$ cat src/rtl/hammer_pkg.sv
// Shared types and constants for the hammer spin sequencer.
package hammer_pkg;

  typedef enum logic [2:0] {
    IDLE    = 3'd0,
    SPIN    = 3'd1,
    RELEASE = 3'd2,
    FLIGHT  = 3'd3,
    LANDED  = 3'd4
  } state_t;

  localparam logic [7:0] KEY_A     = 8'h04;
  localparam logic [7:0] KEY_D     = 8'h07;
  localparam logic [7:0] KEY_S     = 8'h16;
  localparam logic [7:0] KEY_W     = 8'h1A;
  localparam logic [7:0] KEY_SPACE = 8'h2C;

  typedef logic signed [9:0] motion_t;

  // Multiply a unit direction sign (-1, 0 or +1) by an unsigned magnitude.
  function automatic motion_t scale_dir(input logic signed [1:0] d, input logic [9:0] mag);
    motion_t r;
    r = '0;
    case (d)
      2'b01:   r = $signed(mag);
      2'b11:   r = -$signed(mag);
      default: r = '0;
    endcase
    return r;
  endfunction

endpackage

$ cat src/rtl/hammer_spin_seq_if.sv
// Control inputs and per-frame outputs of the hammer spin sequencer.
// The release pulse is called release_pulse because "release" is a reserved word.
interface hammer_spin_seq_if;
  import hammer_pkg::*;

  logic       Run;
  logic [7:0] keycode;
  motion_t    motion_x;
  motion_t    motion_y;
  logic [2:0] state;
  logic [2:0] segment;
  logic [2:0] laps;
  logic       release_pulse;

  modport master (
    output Run, keycode,
    input  motion_x, motion_y, state, segment, laps, release_pulse
  );

  modport slave (
    input  Run, keycode,
    output motion_x, motion_y, state, segment, laps, release_pulse
  );
endinterface

$ cat src/rtl/octagon_dir_rom.sv
// Unit direction signs for each of the eight octagon segments.
module octagon_dir_rom (
  input  logic [2:0]        segment,
  output logic signed [1:0] dx,
  output logic signed [1:0] dy
);

  // Segment index to (dx, dy), walking the octagon starting from due left.
  always_comb begin
    dx = 2'sd0;
    dy = 2'sd0;
    case (segment)
      3'd0: begin dx = -2'sd1; dy =  2'sd0; end
      3'd1: begin dx = -2'sd1; dy =  2'sd1; end
      3'd2: begin dx =  2'sd0; dy =  2'sd1; end
      3'd3: begin dx =  2'sd1; dy =  2'sd1; end
      3'd4: begin dx =  2'sd1; dy =  2'sd0; end
      3'd5: begin dx =  2'sd1; dy = -2'sd1; end
      3'd6: begin dx =  2'sd0; dy = -2'sd1; end
      default: begin dx = -2'sd1; dy = -2'sd1; end
    endcase
  end

endmodule

$ cat src/rtl/hammer_spin_seq.sv
// Hammer-throw sequencer: keyboard walking, octagon spin, release and flight.
module hammer_spin_seq
  import hammer_pkg::*;
#(
  parameter int SEG_LEN    = 15,
  parameter int FLIGHT_LEN = 60,
  parameter int STEP       = 2
) (
  input  logic              frame_clk,
  input  logic              Reset,
  hammer_spin_seq_if.slave  bus
);

  state_t            state_q, state_d;
  logic [7:0]        cnt_q, cnt_d;
  logic [2:0]        seg_q, seg_d;
  logic [2:0]        laps_q, laps_d;
  logic              rel_q, rel_d;
  motion_t           fx_q, fx_d, fy_q, fy_d;
  motion_t           mx_q, mx_d, my_q, my_d;
  logic signed [1:0] cur_dx, cur_dy, nxt_dx, nxt_dy;

  // Direction of the segment being held now (latched at release).
  octagon_dir_rom u_rom_cur (.segment(seg_q), .dx(cur_dx), .dy(cur_dy));
  // Direction of the segment entered on this edge (drives spin motion).
  octagon_dir_rom u_rom_nxt (.segment(seg_d), .dx(nxt_dx), .dy(nxt_dy));

  // Next-state logic for the FSM, step counter, segment, laps and flight vector.
  always_comb begin
    state_d = state_q;
    cnt_d   = cnt_q;
    seg_d   = seg_q;
    laps_d  = laps_q;
    rel_d   = 1'b0;
    fx_d    = fx_q;
    fy_d    = fy_q;
    if (!bus.Run) begin
      state_d = IDLE;
      cnt_d   = '0;
      seg_d   = '0;
      laps_d  = '0;
      fx_d    = '0;
      fy_d    = '0;
    end else begin
      case (state_q)
        IDLE: begin
          if (bus.keycode == KEY_SPACE) begin
            state_d = SPIN;
            cnt_d   = '0;
            seg_d   = '0;
            laps_d  = '0;
          end
        end
        SPIN: begin
          if (bus.keycode != KEY_SPACE) begin
            state_d = RELEASE;
            rel_d   = 1'b1;
            cnt_d   = '0;
            fx_d    = scale_dir(cur_dx, 10'(laps_q) + 10'd1);
            fy_d    = scale_dir(cur_dy, 10'(laps_q) + 10'd1);
          end else if (cnt_q == 8'(SEG_LEN - 1)) begin
            cnt_d = '0;
            seg_d = seg_q + 3'd1;
            if (seg_q == 3'd7 && laps_q != 3'd7) begin
              laps_d = laps_q + 3'd1;
            end
          end else begin
            cnt_d = cnt_q + 8'd1;
          end
        end
        RELEASE: begin
          state_d = FLIGHT;
          cnt_d   = '0;
        end
        FLIGHT: begin
          if (cnt_q == 8'(FLIGHT_LEN - 1)) begin
            state_d = LANDED;
            cnt_d   = '0;
          end else begin
            cnt_d = cnt_q + 8'd1;
          end
        end
        LANDED: begin
          if (bus.keycode == 8'h00) begin
            state_d = IDLE;
          end
        end
        default: state_d = IDLE;
      endcase
    end
  end

  // Motion for the frame that follows this edge, derived from the next state.
  always_comb begin
    mx_d = '0;
    my_d = '0;
    if (bus.Run) begin
      case (state_d)
        IDLE: begin
          case (bus.keycode)
            KEY_A:   mx_d = -10'sd1;
            KEY_D:   mx_d =  10'sd1;
            KEY_S:   my_d =  10'sd1;
            KEY_W:   my_d = -10'sd1;
            default: ;
          endcase
        end
        SPIN: begin
          mx_d = scale_dir(nxt_dx, 10'(STEP));
          my_d = scale_dir(nxt_dy, 10'(STEP));
        end
        FLIGHT: begin
          mx_d = fx_d;
          my_d = fy_d;
        end
        default: ;
      endcase
    end
  end

  // State and registered outputs; Reset clears everything immediately.
  always_ff @(posedge frame_clk or posedge Reset) begin
    if (Reset) begin
      state_q <= IDLE;
      cnt_q   <= '0;
      seg_q   <= '0;
      laps_q  <= '0;
      rel_q   <= 1'b0;
      fx_q    <= '0;
      fy_q    <= '0;
      mx_q    <= '0;
      my_q    <= '0;
    end else begin
      state_q <= state_d;
      cnt_q   <= cnt_d;
      seg_q   <= seg_d;
      laps_q  <= laps_d;
      rel_q   <= rel_d;
      fx_q    <= fx_d;
      fy_q    <= fy_d;
      mx_q    <= mx_d;
      my_q    <= my_d;
    end
  end

  assign bus.state         = state_q;
  assign bus.segment       = seg_q;
  assign bus.laps          = laps_q;
  assign bus.release_pulse = rel_q;
  assign bus.motion_x      = mx_q;
  assign bus.motion_y      = my_q;

endmodule

$ cat src/flat_wrapper.sv
// flat-port wrapper written by rule: the top's interface ports become plain ports
module hammer_spin_seq_flat import hammer_pkg::*;
#(
  parameter int SEG_LEN    = 15,
  parameter int FLIGHT_LEN = 60,
  parameter int STEP       = 2
)
  (frame_clk, Reset, bus_Run, bus_keycode, bus_motion_x, bus_motion_y, bus_state, bus_segment, bus_laps, bus_release_pulse);
  hammer_spin_seq_if bus_i ();
  input  logic frame_clk;
  input  logic Reset;
  input wire logic [$bits(bus_i.Run)-1:0] bus_Run;
  input wire logic [$bits(bus_i.keycode)-1:0] bus_keycode;
  output wire logic [$bits(bus_i.motion_x)-1:0] bus_motion_x;
  output wire logic [$bits(bus_i.motion_y)-1:0] bus_motion_y;
  output wire logic [$bits(bus_i.state)-1:0] bus_state;
  output wire logic [$bits(bus_i.segment)-1:0] bus_segment;
  output wire logic [$bits(bus_i.laps)-1:0] bus_laps;
  output wire logic [$bits(bus_i.release_pulse)-1:0] bus_release_pulse;
  assign bus_i.Run = bus_Run;
  assign bus_i.keycode = bus_keycode;
  assign bus_motion_x = bus_i.motion_x;
  assign bus_motion_y = bus_i.motion_y;
  assign bus_state = bus_i.state;
  assign bus_segment = bus_i.segment;
  assign bus_laps = bus_i.laps;
  assign bus_release_pulse = bus_i.release_pulse;
  hammer_spin_seq #(.SEG_LEN(SEG_LEN), .FLIGHT_LEN(FLIGHT_LEN), .STEP(STEP)) u_core (.frame_clk(frame_clk), .Reset(Reset), .bus(bus_i));
endmodule
$ cat config.mk
export PLATFORM = sky130hd
export DESIGN_NAME = hammer_spin_seq_flat
export DESIGN_NICKNAME = d
export VERILOG_FILES = /design/src/rtl/hammer_pkg.sv /design/src/rtl/hammer_spin_seq_if.sv /design/src/rtl/octagon_dir_rom.sv /design/src/rtl/hammer_spin_seq.sv /design/src/flat_wrapper.sv
export SDC_FILE = /design/constraint.sdc
export NUM_CORES = 1
export LEC_CHECK = 0
export ABC_AREA = 1
export CORE_MARGIN = 8
export CORE_UTILIZATION = 50
export CTS_CLUSTER_DIAMETER = 200
export DETAILED_ROUTE_END_ITERATION = 6
export GPL_ROUTABILITY_DRIVEN = 0
export HOLD_SLACK_MARGIN = 0.02
export PLACE_DENSITY = 0.72
export SLEW_MARGIN = 20
export SYNTH_ARGS = -nofsm -noshare
export SYNTH_HDL_FRONTEND = slang
export SYNTH_SLANG_ARGS = --single-unit
export TNS_END_PERCENT = 20
$ cat constraint.sdc
create_clock -name frame_clk -period 2.6 [get_ports frame_clk]
set_input_delay 0.52 -clock frame_clk [delete_from_list [all_inputs] [get_ports frame_clk]]
set_output_delay 0.52 -clock frame_clk [all_outputs]
set_load 0.02 [all_outputs]
==> impl.org, run 1 <==
** CTS
- TritonCTS clock tree :: built
- Clock buffer depth :: 2
- H-tree levels :: 3
- Sinks on Clock Net :: 58
- Number of setup buffers added after CTS :: 0
- Clock tree synthesis selected as its root buffer the cell clkbuf_8.
- Counting the buffers created by CTS gives 9.
- CTS Hold Bufs :: 0
- Clock input transition at the sequential cells of the worst setup and hold paths :: approximately 0.070 ns
- Post_cts resized :: 0
- At the later pin of the worst-skew pair, clock insertion delay measures 0.34 ns.

** Floorplanning
- The die is between 90 and 100 µm wide.
- Row generation in the floorplan step produced 29 rows.
- Number of top-level design ports :: 41
- Starting density of the core :: 0.5139
- Core area :: 6350 µm²
- From bottom edge to top edge, the die measures 96.79 µm.
- Floorplan die area :: approximately 9400 µm²

** Route
- Detailed routing inserted a total of ~2800 vias.
- Antenna Nets Post-Route :: 0
- Dividing the detail-routed wire length by the instance count gives ~13 µm.
- Number of remaining DRC errors :: 0
- Total wirelength of the detailed-routed design :: around 7400 µm
- Using the TritonRoute via totals, the vias-per-cell ratio works out to around 5.0.
- The pre-antenna-repair detailed-routing pass consisted of 4 iterations.
- In this run, the number of DRC markers left after iteration 0 of detailed routing was about 120.

** Layout
- Counting the fill cells in the layout gives about 550.
- Number of diodes :: 0
- Relative to the synthesized area, the layout overhead comes to 22.66%.
- Most common library cell in the layout ignoring fill and taps :: nand2_1
- Fraction of layout instances using a drive strength above 1 :: 0.1093
- Sequential cell area :: ~1500 µm²
- Leaving out fill and tap cells, the most frequent cells in the layout are 103 x nand2_1, 62 x inv_1, 59 x nor2_1.
- After the last flow step, the layout net total stands at approximately 500.
- Multi-input logic area :: between 1000 and 1500 µm²

** Timing
- Tmin final :: around 2.3 ns
- Normalized max-slew margin :: 0.5662
- Setup violations remaining at the end of the flow were counted as 0.
- Transition at the pin with the smallest max-transition slack :: 0.6482 ns
- Setup repair after global routing left no endpoint under its margin.
- The tightest hold path in the finished design has a slack of between 0.5 and 0.6 ns.
- Total count of max-transition violations in the final report :: 0
- Maximum clock frequency :: ~440 MHz
- Clock skew :: about 0.011 ns
- Post-route clock period utilization :: 0.8782
- Number of hold violations in the final report :: 0
- TNS Setup :: 0 ns

** Yosys
- Counting distinct cell types in the post-synthesis netlist gives 35.
- Flops & latches, synth :: 58
- Gate count of the mapped netlist :: 433
- Sequential area share after synthesis :: 0.4448
- Dividing the synthesized area by the synthesized cell count gives ~7.5 µm².
- The number of nets handed over by synthesis was between 400 and 500.
- Count of yosys warnings during synthesis :: 0
- Cell area after synthesis :: ~3300 µm²

** GRT
- For this run, the total global-route usage over all layers was measured as 0.1652.
- Total grt overflow :: 0
- For this run, global-route usage on met1 was measured as 0.2092.
- Largest net degree at the start of global routing :: 59
- In the global route stage, met2 resource usage came out at 0.2568.
- Met3 global-route usage :: 0.04908
- Most used routing layer in global routing :: met2
- The number of antenna violations at the first check in global routing is 0.
- Via count of the first global-routing pass :: between 2000 and 3000
- The first global-routing pass estimated ~13000 µm of wire.

** Setup path
- Of all nets on the critical path, the largest fanout is 11.
- Critical Path RT :: about 2.8 ns
- The worst setup path is of the in2reg kind.
- The worst setup path is launched from an input pin.
- Worst endpoint data arrival time :: 2.50 ns
- The worst setup path is captured at a flop.

** Min path
- Worst min-delay path class :: reg2reg

** Pwr
- The analysis attributes to cell leakage a power of about 0.0021 µW.
- IR analysis of the VDD net gives a maximum drop of roughly 0.33 mV.
- Dividing total power by cell area gives a power density of between 400 and 500 nW/µm².

** Placed design
- HPWL after DPL :: between 5000 and 6000 µm
- The count of buffers added on input and output ports is 40.

** Run
- Max-Cap Viols :: 0

** Run status
- The run finished with clean final reports.
## final cells by class
class / count / area share
clock buffer: 10 / 0.03439
multi-input combinational: 294 / 0.3736
sequential: 58 / 0.3626
inverter: 72 / 0.06752
timing repair buffer: 45 / 0.1157
tap: 77 / 0.02407
clock inverter: 6 / 0.02219
## routing by layer
metal,up-vias,wire (µm)
met2,70,3258
met3,11,397
met1,1268,3603
met4,0,127
met5,-,0
li1,1447,-
## power by group
| group | leakage, µW | switching (µW) | internal (µW) | total (µW) |
|---|---|---|---|---|
| sequential | 0.000810 | 0.800 | 904 | 905 |
| clock | 0.000109 | 382 | 567 | 949 |
| combinational | 0.00118 | 58.9 | 29.6 | 88.5 |
| total | 0.00210 | 442 | 1500 | 1940 |
## cells by family after synthesis
| group | after synthesis | share of synthesized area |
|---|---|---|
| flops | 58 | 0.4448 |
| xor+xnor | 5 | 0.01342 |
| compound gates | 70 | 0.1158 |
| simple gates | 209 | 0.2906 |
| buf+inv | 81 | 0.09701 |
| fa+ha+maj | 10 | 0.03834 |
## synthesized netlist by cell type
cell / n / area [µm²]
buf_4: 2 / 15.01
o21a_1: 1 / 7.510
a21oi_2: 1 / 8.760
nand2_1: 103 / 386.6
a21o_1: 1 / 7.510
buf_2: 4 / 20.02
nand3_4: 2 / 35.03
nor2_2: 3 / 18.77
dfrtp_1: 58 / 1451
nand4_1: 4 / 25.02
inv_1: 63 / 236.5
inv_2: 8 / 30.03
nand3b_1: 2 / 15.01
nand2_2: 7 / 43.79
clkinv_1: 1 / 3.750
o211ai_1: 1 / 7.510
o32ai_1: 1 / 8.760
o21ai_2: 1 / 8.760
ha_1: 10 / 125.1
nor2_4: 5 / 56.30
a31oi_1: 1 / 6.260
o22ai_1: 4 / 25.02
nand2_4: 3 / 33.78
a21oi_1: 37 / 185.2
nor2_1: 59 / 221.5
nand3_1: 15 / 75.07
xor2_1: 5 / 43.79
clkbuf_1: 3 / 11.26
or2_0: 1 / 6.260
o21bai_1: 1 / 7.510
nor4_1: 1 / 6.260
o21ai_0: 20 / 100.1
o21ai_1: 1 / 5.000
nor3_1: 3 / 15.01
nand3_2: 1 / 10.01
## worst paths after layout
path / from / to / slack, ns / cells after the start
worst max register to register: u_core.bus.laps[0] / u_core.bus.motion_x[3] / 0.39 / 10
min in group asynchronous: Reset / u_core.bus.motion_y[6] / 0.55 / 3
worst min register to register: u_core.fx_q[0] / u_core.fx_q[0] / 0.53 / 2
worst min-delay path: u_core.fx_q[0] / u_core.fx_q[0] / 0.53 / 2
worst max-delay path: bus_keycode[3] / u_core.bus.motion_x[2] / 0.32 / 11
max in group asynchronous: Reset / u_core.fx_q[5] / 1.81 / 3
## state kept, by name, indices dropped and copies added, names as in the netlist
signal,cells
u_core.bus.motion_x,10
u_core.bus.motion_y,10
u_core.fx_q,10
u_core.fy_q,10
u_core.cnt_q,8
u_core.bus.laps,3
u_core.bus.segment,3
u_core.bus.state,3
u_core.bus.release_pulse,1
## worst max-delay path, stage by stage
cell             delay (ns)
clkdlybuf4s50_1        0.50
nand2_1                0.10
inv_1                  0.04
nand2_1                0.06
nor2_1                 0.06
nor2_1                 0.50
o21ai_0                0.22
o21ai_0                0.27
nor2_1                 0.08
nor2_1                 0.09
a21oi_1                0.07
## through the flow
step	setup WS, ns	area, µm²	power (µW)	std cells	util
after floorplan	0.4989	3263	970.4	433	-
after global placement	0.08777	3776	1011	546	0.5947
after detailed placement	-0.04463	3776	1012	546	0.5947
after CTS	0.3309	4003	1953	562	0.6303
after global routing	0.03170	4003	2003	562	0.6303
final	0.3167	4003	1943	562	0.6303
Power figures use the tool's default switching activity.
==> run 2: changes to the inputs <==
--- a/config.mk
+++ b/config.mk
@@ -6,7 +6,7 @@
 export NUM_CORES = 1
 export LEC_CHECK = 0
 export ABC_AREA = 1
-export CORE_MARGIN = 8
+export CORE_MARGIN = 4
 export CORE_UTILIZATION = 50
 export CTS_CLUSTER_DIAMETER = 200
 export DETAILED_ROUTE_END_ITERATION = 6
==> constraint.sdc (replaced) <==
create_clock -name frame_clk -period 2.82 [get_ports frame_clk]
set_input_delay 0.564 -clock frame_clk [delete_from_list [all_inputs] [get_ports frame_clk]]
set_output_delay 0.564 -clock frame_clk [all_outputs]
set_load 0.02 [all_outputs]
==> impl.org, run 2 (synthesized netlist as in run 1, its figures left out) <==
** Run status
- Run status :: completed

** Route
- In the routed layout, each cell is associated on average with a via count of a little over 5.
- The first detailed-routing pass took 4 iterations.
- After detailed routing, the total wire length is between 7000 and 8000 µm.
- The detail route stage leaves a number of antenna-violating nets equal to 0.
- After the first detailed-routing iteration, the DRC count stood at just under 200.
- Post-DR wirelength/cell :: approximately 13 µm
- In the routed design, unresolved DRC markers number 0.
- Routed vias :: between 2000 and 3000

** Setup path
- The worst register-to-register path has a setup slack of approximately 0.6 ns.
- By startpoint and endpoint, the worst setup path is classified as in2reg.
- In this run the worst setup path terminates at u_core.bus.motion_x[2].
- The startpoint identified for the worst register-to-register timing path is u_core.bus.laps[0].
- The endpoint identified for the worst register-to-register timing path is u_core.bus.motion_x[3].
- Critical Path RT :: slightly above 3 ns
- Worst Setup End Kind :: flop
- At the worst endpoint, the arrival time is around 2.5 ns.
- Crit path max fanout :: 11
- Critical Path Source :: bus_keycode[0]
- The worst setup path is launched from an input pin.
- The worst register-to-register path has a depth of 10.

** Layout
- For this run, the share of the core covered by cells in the final layout is 0.6278.
- Most common library cell in the layout ignoring fill and taps :: nand2_1
- The finished cells cover ~4000 µm².
- Leaving out fill and tap cells, the most frequent cells in the layout are 103 x nand2_1, 62 x inv_1, 59 x nor2_1.
- The number of antenna diodes in the final layout is 0.
- The sequential cells in the finished layout cover a total of about 1500 µm².
- Fraction of layout instances using a drive strength above 1 :: 0.1111
- Filler cell count in the final layout :: 570
- Layout net count :: between 500 and 600
- Summing all multi-input logic gate instances after layout gives ~1500 µm².
- From synthesis to final layout, the design area changed by 22.16%.

** Timing
- Setup violations remaining at the end of the flow were counted as 0.
- Tmin final :: roughly 2.3 ns
- TNS Setup :: 0 ns
- Headroom to the max-slew limit came out at 0.5598.
- Clock skew :: ~0.012 ns
- Total count of max-transition violations in the final report :: 0
- Transition at the pin with the smallest max-transition slack :: ~0.66 ns
- Number of hold violations in the final report :: 0
- Setup repair after global routing left no endpoint under its margin.
- Timing would allow up to around 440 MHz.
- Hold timing on the final database bottoms out at a slack of approximately 0.54 ns.
- Post-route clock period utilization :: 0.8143

** Pwr
- Of the total power, combinational logic draws 0.045.
- Of the total power, the share spent switching nets is 0.2268.
- Proportion of power drawn by the clock network :: 0.488
- The share of total power dissipated in sequential elements is 0.467.
- Total power per unit cell area :: ~450 nW/µm²
- NetSw :: ~410 µW
- Worst vdd rail ir drop :: 0.2863 mV
- The analysis attributes to cell leakage a power of about 0.0021 µW.
- The internal portion of the total power is 1382 µW.

** Floorplanning
- In this run the standard cell core region covers roughly 6300 µm².
- Floorplan die area :: 7883 µm²
- From bottom edge to top edge, the die measures just under 90 µm.
- The die is 88.79 µm wide.
- Number of top-level design ports :: 41
- Number of rows created at floorplan :: 29
- Starting density of the core :: 0.5139

** GRT
- Total grt overflow :: 0
- Entering global routing, the biggest net connects 29 pins.
- Across every metal layer, demand over resource in global routing totals 0.2198.
- The number of antenna violations at the first check in global routing was 0.
- The number of global-route vias before repair came to between 2000 and 3000.
- Global-route wire length before repair :: about 13000 µm

** CTS
- TritonCTS built the clock tree.
- In this run, CTS created clock tree buffers numbering 9.
- CTS Hold Bufs :: 0
- Once the clock tree was built, the resizer swapped 0 gates to a different size.
- Clock input transition at the sequential cells of the worst setup and hold paths :: 0.07 ns
- Number of setup buffers added after CTS :: 0
- Clock Root Buffer :: clkbuf_8
- The later pin in the worst-skew pair is clocked with a latency of about 0.34 ns.
- H-tree levels :: 3
- Clock buffer depth :: 2
- Counting every sink on the clock net gives just under 60.

** Placed design
- HPWL after DPL :: approximately 5500 µm
- Cell area after placement :: about 3800 µm²
- Input and output buffers added on the ports amount to 40.

** Run
- Max-Cap Viols :: 0

** Min path
- The path class of the tightest hold or removal check is reg2reg.
[run 2: cell count changes in the layout (fill, tap and decap cells not counted), sizes merged]
cell / before / now
clkinv: 2 / 4
buf: 5 / 6
clkinvlp: 2 / 1
inv: 72 / 71
[run 2: worst min-delay path by stage]
stage / from / to / cells past startpoint
floorplan: u_core.fy_q[7] / u_core.fy_q[7] / 2
global placement: u_core.fy_q[7] / u_core.fy_q[7] / 2
detailed placement: u_core.fy_q[7] / u_core.fy_q[7] / 2
CTS: u_core.fy_q[7] / u_core.fy_q[7] / 2
global route: u_core.fy_q[0] / u_core.fy_q[0] / 2
finish: u_core.fy_q[7] / u_core.fy_q[7] / 2
[run 2: final cells by class]
type / instances / share of cell area
Clock buffer: 10 / 0.03453
Inverter: 72 / 0.06780
Timing Repair Buffer: 46 / 0.1117
Tap cell: 77 / 0.02417
Sequential cell: 58 / 0.3641
Clock inverter: 6 / 0.02260
Multi-Input combinational cell: 294 / 0.3751
[run 2: critical path, cell delays in order]
cell,delay [ns]
clkdlybuf4s50_1,0.52
nor2_1,0.08
nand2_1,0.07
nor2_1,0.07
nor2_1,0.51
o21ai_0,0.19
o21ai_0,0.27
nor2_1,0.08
nor2_1,0.09
a21oi_1,0.07
[run 2: routing by layer]
layer	part of all wire	track usage	vias to the layer above
met2	0.46	0.3313	81
met1	0.47	0.2928	1303
met3	0.052	0.05493	15
li1	-	-	1451
met4	0.024	0.1113	0
met5	0	0	-
[run 2: stage by stage]
stage                     std cells  setup WS, ns  total power (µW)
after floorplan                 433        0.7189             894.7
after global placement          547        0.2758             931.1
after detailed placement        547        0.1829             932.6
after CTS                       563        0.5454              1803
after global routing            563        0.2987              1855
final                           563        0.5238              1788
[run 2: power groups by stage]
stage	clock (µW)	combinational (µW)	sequential [µW]
floorplan	0	42.9	852
finish	872	81.3	835
global placement	0	80.7	850
detailed placement	0	82.2	850
global route	929	91.9	834
CTS	886	82.5	835
==> run 3: changes to the inputs <==
==> constraint.sdc (replaced) <==
create_clock -name frame_clk -period 2.2 [get_ports frame_clk]
set_input_delay 0.44 -clock frame_clk [delete_from_list [all_inputs] [get_ports frame_clk]]
set_output_delay 0.44 -clock frame_clk [all_outputs]
set_load 0.02 [all_outputs]
==> impl.org, run 3 (synthesized netlist as in run 1, its figures left out) <==
** Setup path
- The critical path is of the reg2reg type.
- Crit path max fanout :: 9
- Worst endpoint data arrival time :: around 2.3 ns
- The number of buffers and inverters on the critical path is 1.
- The cell family contributing the most delay on the critical path is simple AND/OR/NAND/NOR gates.
- Critical Path RT :: around 2.5 ns
- Number of cells traversed by the worst register-to-register path :: 12
- Slowest Stage Delay on Critical Path :: around 0.38 ns
- Crit Reg-Reg Startpoint :: u_core.cnt_q[1]
- Cells along the critical path :: ha_1 -> nand2_1 -> nor2_1 -> nand2_1 -> o21ai_2 -> nand2_1 -> nand2_4 -> nand3_4 -> nor2_4 -> nand3b_1 -> nand2_1 -> inv_1
- In this design, the critical path's most frequently occurring cell is nand2_1.
- CP startpoint kind :: flop
- The worst register-to-register path ends at u_core.bus.motion_x[1].
- The slowest stage of the critical path is the dfrtp_1 cell.
- Setup slack of the most critical reg-to-reg path :: ~0.17 ns
- Worst Setup End Kind :: flop

** Floorplanning
- The die covers 7883 µm².
- For this configuration, the core starts out at a cell density of 0.5139.
- The floorplan step set the die width to 88.79 µm.
- Die Y-Extent :: about 89 µm
- Core area :: between 6000 and 7000 µm²
- After floorplanning, the core was divided into 29 placement rows.
- Number of top-level design ports :: 41

** Pwr
- Across the VDD grid, the largest voltage drop is ~0.37 mV.
- Static leakage :: approximately 0.0022 µW
- In this run the power density over the cells is around 500 nW/µm².

** Route
- Vias per cell :: 5.017
- Violation count after the first detailed-routing iteration :: about 220
- Antenna Nets Post-Route :: 0
- In the routed design, unresolved DRC markers number 0.
- Wires add up to slightly below 8000 µm.
- Routed vias :: 2965
- Drt first pass iters :: 5
- Post-DR wirelength/cell :: between 10 and 15 µm

** GRT
- Entering global routing, the biggest net connects 59 pins.
- The number of antenna violations at the first check in global routing came to 0.
- The first global-routing pass estimated roughly 13000 µm of wire.
- The number of global-route vias before repair came to 2891.
- Aggregate global-route resource usage :: 0.2174
- For this run the aggregate overflow at the end of global routing stands at 0.

** Timing
- Setup violations remaining at the end of the flow were counted as 0.
- Setup repair after global routing could not meet its margin everywhere.
- Transition at the pin with the smallest max-transition slack :: approximately 0.34 ns
- Clock skew :: about 0.0088 ns
- Post-route clock period utilization :: 0.9216
- Number of hold violations in the final report :: 0
- Adding up every negative setup slack in the final design gives 0 ns.
- Derived from the worst setup path, the maximum achievable clock frequency is 493.2 MHz.
- The worst path needs ~2.0 ns of the cycle, external delays included.
- Total count of max-transition violations in the final report :: 0
- Normalized max-slew margin :: 0.7725

** CTS
- Clock Root Buffer :: clkbuf_8
- Clock input transition at the sequential cells of the worst setup and hold paths :: 0.07 ns
- H-tree levels :: 3
- Worst-Skew Late Latency :: between 0.3 and 0.4 ns
- The number of setup buffers added after CTS is 0.
- Clock buffer depth :: 2
- Post_cts resized :: 0
- Number of clock buffers inserted by TritonCTS :: 9
- The tree built by TritonCTS fans out to between 50 and 60 sinks.
- CTS Hold Bufs :: 0
- TritonCTS clock tree :: built

** Layout
- Final Cell Area :: roughly 4200 µm²
- From synthesis to final layout, the design area changed by 28.72%.
- In the final design database the tool counted 530 nets.
- Most common library cell in the layout ignoring fill and taps :: nand2_1
- Most frequent cells in the layout :: 102 x nand2_1, 62 x inv_1, 57 x nor2_1, 57 x dfrtp_1, 40 x clkdlybuf4s50_1
- The number of antenna diodes in the final layout is 0.
- Fraction of layout instances using a drive strength above 1 :: 0.1751
- Measured on the finished design, the core utilization comes to 0.6615.
- The finished layout holds between 500 and 600 standard cells, fillers aside.

** Run status
- The run finished with clean final reports.

** Placed design
- HPWL after DPL :: roughly 5600 µm
- Cell area after placement :: 3981 µm²
- Total placed cells including tap cells :: approximately 580
- The count of buffers added on input and output ports is 40.

** Min path
- The worst hold path belongs to the class in2async.

** Run
- The tool flagged a number of max-cap violations equal to 0.
run 3: cell count changes in the layout (fill, tap and decap cells not counted), moves of 2 or more:
cell / before / now
bufinv_16: 2 / 0
clkinvlp_4: 1 / 5
buf_4: 6 / 33
clkinv_4: 2 / 0
nor2_1: 59 / 57
nor2_2: 3 / 5
run 3: worst max path at each step:
stage | from | endpoint | slack, ns | cells past startpoint
finish | u_core.cnt_q[1] | u_core.bus.motion_x[1] | 0.17 | 12
floorplan | u_core.bus.laps[0] | u_core.bus.motion_x[3] | 0.1 | 10
detailed placement | bus_keycode[1] | u_core.bus.motion_x[3] | -0.19 | 10
global route | u_core.cnt_q[1] | u_core.bus.motion_y[1] | -0.001 | 12
CTS | u_core.bus.laps[0] | u_core.bus.motion_x[3] | 0.04 | 10
global placement | bus_keycode[5] | u_core.bus.motion_x[3] | -0.13 | 11
run 3: power by group:
group | switching, µW | internal (µW)
Combinational | 73.3 | 45.1
Sequential | 0.984 | 1070
Clock | 456 | 436
run 3: cell type report:
| type | instances | area (µm²) |
|---|---|---|
| fill | 517 | 2150 |
| multi-input combinational | 294 | 1533 |
| clock buffer | 10 | 137.6 |
| tap | 77 | 96.34 |
| clock inverter | 6 | 42.54 |
| timing repair buffer | 74 | 668.1 |
| inverter | 72 | 270.3 |
| sequential | 58 | 1453 |
run 3: layer usage:
metal,GRT usage,wire length [µm]
met4,0.09890,125
met2,0.3374,3637
met3,0.03818,328
met5,0,0
met1,0.2965,3659
run 3: through the flow:
step | power (µW) | hold WS, ns | worst slack, ns
floorplan | 1147 | 0.4813 | 0.09894
global placement | 1206 | 0.5209 | -0.1333
detailed placement | 1209 | 0.5259 | -0.1909
CTS | 2098 | 0.4802 | 0.03616
global route | 2166 | 0.4956 | -0.001241
finish | 2080 | 0.4774 | 0.1725
run 3: worst register-to-register path: stages, from the launching register on:
cell      delay (ns)
dfrtp_1         0.38
ha_1            0.24
nand2_1         0.07
nor2_1          0.17
nand2_1         0.11
o21ai_2         0.17
nand2_1         0.11
nand2_4         0.12
nand3_4         0.11
nor2_4          0.22
nand3b_1        0.16
nand2_1         0.06
inv_1           0.06
